[src/rtl/cp0_regfile.sv]
// CP0 register bank: commits exception-unit results, services MTC0/MFC0/ERET,
// and runs the Count/Compare timer feeding Cause.TI.
module cp0_regfile #(
  parameter logic [31:0] STATUS_RST = 32'h0040_0000,
  parameter int unsigned COUNT_DIV  = 2
) (
  input  logic        clk,
  input  logic        resetn,
  input  logic        mtc0_we,
  input  logic [4:0]  mtc0_addr,
  input  logic [31:0] mtc0_wdata,
  input  logic [4:0]  mfc0_addr,
  output logic [31:0] mfc0_rdata,
  input  logic        exception_occur,
  input  logic [31:0] exc_we,
  input  logic [4:0]  exc_code,
  input  logic        is_ds,
  input  logic [31:0] exc_epc,
  input  logic [31:0] exc_badvaddr,
  input  logic [31:0] exc_entryhi,
  input  logic        eret,
  input  logic [5:0]  hw_int,
  output logic [31:0] status_o,
  output logic [31:0] cause_o,
  output logic [31:0] epc_o,
  output logic [31:0] entryhi_o,
  output logic        timer_int_o
);

  localparam logic [4:0]  REG_BADVADDR = 5'd8;
  localparam logic [4:0]  REG_COUNT    = 5'd9;
  localparam logic [4:0]  REG_ENTRYHI  = 5'd10;
  localparam logic [4:0]  REG_COMPARE  = 5'd11;
  localparam logic [4:0]  REG_STATUS   = 5'd12;
  localparam logic [4:0]  REG_CAUSE    = 5'd13;
  localparam logic [4:0]  REG_EPC      = 5'd14;
  localparam logic [31:0] EHI_MASK     = 32'hFFFF_E0FF;
  localparam logic [31:0] ST_MASK      = 32'h0000_FF03;

  logic [31:0] badvaddr, count, entryhi, compare, status, epc;
  logic        bd, ti, phase;
  logic [7:0]  ip;
  logic [4:0]  exccode;
  logic        tick, wr_ok, wr_count, wr_compare;
  logic [31:0] count_inc, cause;
  logic        unused_exc_we;

  assign unused_exc_we = ^{exc_we[31:15], exc_we[11], exc_we[9], exc_we[7:0]};

  always_comb begin
    tick       = (COUNT_DIV == 1) ? 1'b1 : phase;
    wr_ok      = mtc0_we & ~exception_occur & ~eret;
    wr_count   = wr_ok && (mtc0_addr == REG_COUNT);
    wr_compare = wr_ok && (mtc0_addr == REG_COMPARE);
    count_inc  = count + 32'd1;
    cause      = {bd, ti, 14'd0, ip, 1'b0, exccode, 2'b00};
  end

  always_ff @(posedge clk) begin
    if (!resetn) begin
      badvaddr <= '0;
      count    <= '0;
      entryhi  <= '0;
      compare  <= '0;
      status   <= STATUS_RST;
      epc      <= '0;
      bd       <= 1'b0;
      ti       <= 1'b0;
      ip       <= '0;
      exccode  <= '0;
      phase    <= 1'b0;
    end else begin
      ip[7:2] <= {hw_int[5] | ti, hw_int[4:0]};
      if (exception_occur) begin
        if (exc_we[12]) status[1] <= 1'b1;
        if (exc_we[13]) begin
          exccode <= exc_code;
          if (!status[1]) bd <= is_ds;
        end
        // EPC/BD are frozen while EXL is already set (nested exception)
        if (exc_we[14] && !status[1]) epc <= exc_epc;
        if (exc_we[8])  badvaddr <= exc_badvaddr;
        if (exc_we[10]) entryhi  <= exc_entryhi & EHI_MASK;
      end else if (eret) begin
        status[1] <= 1'b0;
      end else if (mtc0_we) begin
        case (mtc0_addr)
          REG_ENTRYHI: entryhi <= mtc0_wdata & EHI_MASK;
          REG_COMPARE: compare <= mtc0_wdata;
          REG_STATUS:  status  <= (status & ~ST_MASK) | (mtc0_wdata & ST_MASK);
          REG_CAUSE:   ip[1:0] <= mtc0_wdata[9:8];
          REG_EPC:     epc     <= mtc0_wdata;
          default: ;
        endcase
      end

      // A Count write overrides the tick and suppresses the compare check
      if (wr_count) begin
        count <= mtc0_wdata;
        phase <= 1'b0;
      end else begin
        if (tick) count <= count_inc;
        phase <= (COUNT_DIV == 1) ? 1'b0 : ~phase;
      end

      if (wr_compare) ti <= 1'b0;
      else if (!wr_count && tick && (count_inc == compare)) ti <= 1'b1;
    end
  end

  always_comb begin
    mfc0_rdata = '0;
    case (mfc0_addr)
      REG_BADVADDR: mfc0_rdata = badvaddr;
      REG_COUNT:    mfc0_rdata = count;
      REG_ENTRYHI:  mfc0_rdata = entryhi;
      REG_COMPARE:  mfc0_rdata = compare;
      REG_STATUS:   mfc0_rdata = status;
      REG_CAUSE:    mfc0_rdata = cause;
      REG_EPC:      mfc0_rdata = epc;
      default:      mfc0_rdata = '0;
    endcase
  end

  assign status_o    = status;
  assign cause_o     = cause;
  assign epc_o       = epc;
  assign entryhi_o   = entryhi;
  assign timer_int_o = ti;

endmodule

[config.mk]
export PLATFORM = sky130hd
export DESIGN_NAME = cp0_regfile
export DESIGN_NICKNAME = d
export VERILOG_FILES = /design/src/rtl/cp0_regfile.sv
export SDC_FILE = /design/constraint.sdc
export NUM_CORES = 1
export LEC_CHECK = 0
export ABC_AREA = 1
export CORE_ASPECT_RATIO = 0.9
export CORE_UTILIZATION = 45
export DETAILED_ROUTE_END_ITERATION = 8
export DONT_BUFFER_PORTS = 1
export GPL_ROUTABILITY_DRIVEN = 0
export SLEW_MARGIN = 0
export SYNTH_ARGS = -nofsm -noshare
export SYNTH_HDL_FRONTEND = slang
export SYNTH_SLANG_ARGS = --single-unit
[constraint.sdc]
create_clock -name clk -period 3.8 [get_ports clk]
set_input_delay 0.38 -clock clk [delete_from_list [all_inputs] [get_ports clk]]
set_output_delay 0.38 -clock clk [all_outputs]
set_load 0.02 [all_outputs]
==> results of run 1 <==
==> registers in the layout (all words and copies together), names as in the netlist <==
signal	count
badvaddr	32
bd	1
compare	32
count	32
entryhi_o	27
epc_o	32
exccode	5
ip	8
phase	1
status_o	10
timer_int_o	1
==> area by class of cell <==
| cell class | instances | area (µm²) | area share |
|---|---|---|---|
| multi-input cells | 1120 | 5410 | 0.513 |
| flip-flops and latches | 181 | 3620 | 0.344 |
| clock buffers | 18 | 439 | 0.0416 |
| inverters | 115 | 432 | 0.0409 |
| well taps | 291 | 364 | 0.0345 |
| clock inverters | 14 | 158 | 0.0149 |
| repair buffers | 16 | 120 | 0.0114 |
==> routing by layer <==
| layer | vias to the layer above | share of wire | GRT usage | wire length [µm] |
|---|---|---|---|---|
| li1 | 4835 | - | - | - |
| met4 | 0 | 0.030 | 0.107 | 1140 |
| met2 | 613 | 0.42 | 0.486 | 16100 |
| met3 | 56 | 0.11 | 0.0853 | 4220 |
| met1 | 4754 | 0.44 | 0.502 | 17200 |
| met5 | - | 0 | 0 | 0 |
==> cells by family after synthesis <==
group	after synthesis	share of synthesized area
flip-flops	181	0.365
other	2	0.000757
XOR/XNOR	7	0.00907
adder cells (fa/ha/maj)	1	0.00126
buffers and inverters	237	0.108
AO/OA/AOI/OAI	355	0.215
AND/OR/NAND/NOR	713	0.301
==> power by group <==
part	leakage (nW)	switching [mW]	internal, mW
sequential	1.48	0.149	1.98
combinational	2.32	0.242	0.0883
clock	0.287	0.903	0.903
total	4.09	1.29	2.97
==> metrics by stage <==
stage | cells | power (mW) | utilization | instance area (µm²)
floorplan | 1538 | 2.44 | - | 10100
global placement | 1723 | 2.49 | 0.460 | 9950
detailed placement | 1723 | 2.49 | 0.460 | 9950
CTS | 1755 | 4.28 | 0.488 | 10500
global route | 1755 | 4.40 | 0.488 | 10500
finish | 1755 | 4.26 | 0.488 | 10500
==> worst min-delay path by stage <==
stage | start | endpoint | slack (ns) | cells past startpoint
final | hw_int[0] | ip[2] | 0.03 | 2
after global routing | hw_int[0] | ip[2] | 0.02 | 2
after CTS | hw_int[0] | ip[2] | 0.02 | 2
after detailed placement | badvaddr[18] | badvaddr[18] | 0.47 | 2
after global placement | badvaddr[21] | badvaddr[21] | 0.46 | 2
after floorplan | compare[9] | compare[9] | 0.45 | 2
==> synth_stat cells (all sizes together), types with 5 or more instances <==
cell type  number
inv           112
a22oi          20
o2111ai        21
nand4           5
a31oi          81
nand3          80
nor2          202
a21oi          37
nor3            6
clkbuf         65
nand2         412
o21ai         157
a221oi         25
dfxtp         181
buf            57
==> critical path, stage by stage <==
cell	delay, ns
inv_1	0.03
nor2_1	0.04
inv_1	0.11
nor2_1	0.08
nand2_1	0.37
buf_4	0.35
nor2_1	0.09
a221oi_1	0.38
o2111ai_1	0.41
==> metrics.yaml, run 1 <==
setup_path:
  critPathCaptureType: "output port"
  reg2reg_from: "count[9]"
  timing.rr.end: "timer_int_o"
  critical_path.startpoint: "mfc0_addr[0]"
  critPathKind: "in2out"
  critPathCapture: "mfc0_rdata[30]"
  required_ns: 3.42
  arrival_ns: 2.26
  start_kind: "primary input"
  ff2ff_path_depth: 12
  r2r_slack_ns: 1.45
  crit_path_max_fanout: 21
global_route:
  grt_max_degree: 149
  grt_pass1_wl_mm: 56.3
  antenna_found_initial: 0
  grt_use_total: 0.343
  grt_pass1_vias: 8914
  grt_overflow: 0
routing:
  drc: 0
  route.detailed.wl_per_inst_um: 22.0
  routed-via-count: 10300
  drt-vias-per-instance: 5.85
  drt_first_pass_iters: 6
  wl_mm: 38.7
  drtAntennaViolNets: 0
  drt_iter0_markers: 1088
sta:
  setup_viol: 0
  clock_skew_ns: 0.0136
  rsz0062_at_grt: "false"
  worst_pin_slew_ns: 1.11
  relSlewSlack: 0.259
  drv_slew: 0
  final.setup.tns_ns: 0
  period_needed_ns: 2.64
  max_freq_mhz: 379
  holdWs_ns: 0.0331
  fin_crit_sh: 0.694
  final_hold_viol_count: 0
  setup_slack_ns: 1.16
clocking:
  cts_tree: "yes"
  htreeDepth: 4
  clock-root-buffer: "clkbuf_16"
  cts.repair.resized: 0
  hold_buffers: 0
  postCtsSetupBuffers: 0
  cts.sinks: 181
  clockBufferDepth: 2
  clock_latency_ns: 0.44
  clk_pin_slew_ns: 0.08
  cts_buffers: 17
finish:
  final_cell_mix: "399 x nand2_1, 189 x nor2_1, 181 x dfxtp_1, 154 x o21ai_0, 107 x inv_1"
  antenna-diode-count: 0
  fillers: 2314
  layout-drive-gt1-share: 0.0601
  num-nets-final: 1639
  final_common_cell: "nand2_1"
  area_delta_synth_final_pct: 6.25
outcome:
  status: "finished clean"
job:
  cap_viol_max_count: 0
yosys:
  synth_seq_cells: 181
  syn_area_per_cell_um2: 6.64
  synth_edf_count: 0
  synth-seq-area-share: 0.365
  synth_area_leader_cell: "dfxtp_1"
  syn_inst: 1496
  ys_top_cells_by_area: "dfxtp_1 37%, nand2_1 15%, o21ai_0 7.8%, nor2_1 7.3%, a31oi_1 5.1%"
  synth_warnings: 0
  synth_cell_types: 47
  synthArstFlopShare: 0
  synthFlopType: "dfxtp_1"
  synth_area_um2: 9930
  synth_top_area_share: 0.365
floorplanning:
  io_pins: 348
  die_x_um: 159
  fp.coreArea_um2: 21600
  die_area_um2: 22700
  die_h_um: 143
  initial_core_util: 0.459
  std_cell_rows: 51
place:
  dp_slack_ns: 1.22
  hpwl_mm: 29.2
  port_buffers: 0
min_path:
  hold_class: "in2reg"
power:
  p_leak_nw: 4.09
  powerDensity_nw_per_um2: 404
  irDropWorstVdd_mv: 0.210
(Power assumes the default switching activity.)
==> run 2, diff against run 1 <==
Clock period 3.8 ns to 2.2 ns, I/O delays scaled along.
==> run 2 against run 1 <==
Clock power increased by 75%. Critical path depth fell by 4. Total power rose by 83%. Hold slack got worse by 0.027 ns. Worst setup slack got worse by 1.1 ns. Count of clock-buffer cells in the layout fell by 1. First-iteration DRC count increased by 26%. Critical path type is now reg2out. Largest power group unchanged.
==> metrics.yaml, run 2 (same netlist as run 1, synthesis figures left out) <==
outcome:
  status: "finished clean"  # unchanged
finish:
  final_cell_area_um2: 12700  # was 10500 µm²
  num-nets-final: 1852  # was 1639
  layout-drive-gt1-share: 0.0966  # was 0.0601
  final_common_cell: "nand2_1"  # unchanged
  final_cell_mix: "397 x nand2_1, 180 x nor2_1, 170 x dfxtp_1, 163 x dlygate4sd3_1, 154 x o21ai_0"  # was 399 x nand2_1, 189 x nor2_1, 181 x dfxtp_1, 154 x o21ai_0, 107 x inv_1
  area_delta_synth_final_pct: 28.2  # was 6.25%
  fillers: 2010  # was 2314
  seq_area_um2: 3640  # was 3620 µm²
  multi_input_area_um2: 5460  # was 5410 µm²
  antenna-diode-count: 0  # unchanged
floorplanning:
  die_x_um: 159  # unchanged
  fp.coreArea_um2: 21600  # unchanged
  std_cell_rows: 51  # unchanged
  initial_core_util: 0.459  # unchanged
  die_area_um2: 22700  # unchanged
  die_h_um: 143  # unchanged
  io_pins: 348  # unchanged
setup_path:
  critical_path.startpoint: "count[30]"  # was mfc0_addr[0]
  reg2reg_from: "status_o[1]"  # was count[9]
  r2r_slack_ns: 0.10  # was 1.45 ns
  cp.buffers_inverters: 2  # was 3
  critPathCapture: "mfc0_rdata[30]"  # unchanged
  crit_family: "compound AO/OA/AOI/OAI gates"  # unchanged
  timing.rr.end: "epc_o[9]"  # was timer_int_o
  critPathKind: "reg2out"  # was in2out
  slowest_delay_ns: 0.40  # was 0.41 ns
  critPathCaptureType: "output port"  # unchanged
  path_depth: 5  # was 9
  cpMaxStageDelayCell: "a221oi_1"  # was o2111ai_1
  start_kind: "register"  # was primary input
  ff2ff_path_depth: 9  # was 12
  arrival_ns: 1.90  # was 2.26 ns
  crit_path_max_fanout: 5  # was 21
  required_ns: 1.98  # was 3.42 ns
  worstPathCellList: "inv_1, nor2_1, a221oi_1, o2111ai_1, buf_4"  # was inv_1, nor2_1, inv_1, nor2_1, nand2_1, buf_4, nor2_1, a221oi_1, o2111ai_1
routing:
  drt_first_pass_iters: 6  # unchanged
  drt_iter0_markers: 1367  # was 1088
  drt-vias-per-instance: 5.80  # was 5.85
  route.detailed.wl_per_inst_um: 21.6  # was 22.0 µm
  routed-via-count: 11400  # was 10300
  wl_mm: 42.6  # was 38.7 mm
  drtAntennaViolNets: 0  # unchanged
  drc: 0  # unchanged
sta:
  fin_crit_sh: 0.963
  setup_viol: 0  # unchanged
  clock_skew_ns: 0.0149  # was 0.0136 ns
  drv_slew: 0  # unchanged
  period_needed_ns: 2.12
  worst_pin_slew_ns: 0.785  # was 1.11 ns
  max_freq_mhz: 472
  final_hold_viol_count: 0  # unchanged
  relSlewSlack: 0.474  # was 0.259
  holdWs_ns: 0.00589  # was 0.0331 ns
place:
  port_buffers: 0  # unchanged
  postPlaceCellArea_um2: 10300  # was 9950 µm²
  hpwl_mm: 29.5  # was 29.2 mm
job:
  cap_viol_max_count: 0  # unchanged
power:
  irDropWorstVdd_mv: 0.478  # was 0.210 mV
  power_mw: 7.79  # was 4.26 mW
  powerDensity_nw_per_um2: 612  # was 404 nW/µm²
  p_leak_nw: 5.08  # was 4.09 nW
clocking:
  cts_buffers: 17  # unchanged
  cts_tree: "yes"  # unchanged
  clock-root-buffer: "clkbuf_16"  # unchanged
  clk_pin_slew_ns: 0.08  # about the same
  cts.sinks: 181  # unchanged
  htreeDepth: 4  # unchanged
  clockBufferDepth: 2  # unchanged
  clock_latency_ns: 0.45  # was 0.44 ns
global_route:
  grt_pass1_wl_mm: 61.9  # was 56.3 mm
  grt_overflow: 0  # unchanged
  grt_use_total: 0.371  # was 0.343
  antenna_found_initial: 1  # was 0
  grt_max_degree: 143  # was 149
  grt_pass1_vias: 10200  # was 8914
min_path:
  hold_class: "in2reg"  # unchanged
-- run 2: power breakdown --
group	internal [mW]	switching, mW	total, mW
Combinational	0.386	0.564	0.951
Sequential	3.41	0.262	3.68
Clock	1.54	1.62	3.16
Total	5.34	2.45	7.79
-- run 2: final cells by class --
class / instances / area share
clock inverter: 15 / 0.0137
multi-input combinational: 1121 / 0.429
sequential: 181 / 0.286
tap: 291 / 0.0286
clock buffer: 17 / 0.0334
timing repair buffer: 228 / 0.175
inverter: 115 / 0.0342
-- run 2: metal layers --
metal,vias up,global-route usage,wire length (µm)
li1,5286,-,-
met1,5262,0.534,18100
met2,762,0.533,17900
met3,98,0.0983,5290
met4,2,0.118,1340
met5,-,0,12
-- run 2: stage by stage --
step	setup slack [ns]	setup TNS [ns]	utilization	cells
global placement	0.141	0	0.478	1767
CTS	0.0884	0	0.583	1963
global route	-0.00493	-0.00493	0.588	1968
floorplan	0.363	0	-	1538
detailed placement	0.125	0	0.478	1767
finish	0.0813	0	0.588	1968
-- run 2: how the worst min path moves through the flow --
| stage | slack, ns | from | to | cells after the start |
|---|---|---|---|---|
| after CTS | 0.0003 | mtc0_wdata[23] | entryhi_o[23] | 2 |
| after global placement | 0.32 | hw_int[1] | ip[3] | 2 |
| final | 0.006 | exc_badvaddr[14] | badvaddr[14] | 2 |
| after floorplan | 0.32 | hw_int[0] | ip[2] | 2 |
| after detailed placement | 0.32 | hw_int[1] | ip[3] | 2 |
| after global routing | 0.003 | mtc0_wdata[17] | entryhi_o[17] | 2 |
-- run 2: timing repair --
action,4_1_cts,5_1_grt
resized for setup,0,25
endpoints found under the hold margin,174,1
setup endpoints to repair,0,8
hold buffers,164,1
setup buffers,0,2
-- run 2: worst reg2reg max path, delay by kind of cell (launching register included) --
kind | cells | cell delay, ns
buffers and inverters | 4 | 1.01
DFF | 1 | 0.38
AOI/OAI and AO/OA | 3 | 0.40
and+or+nand+nor | 2 | 0.25
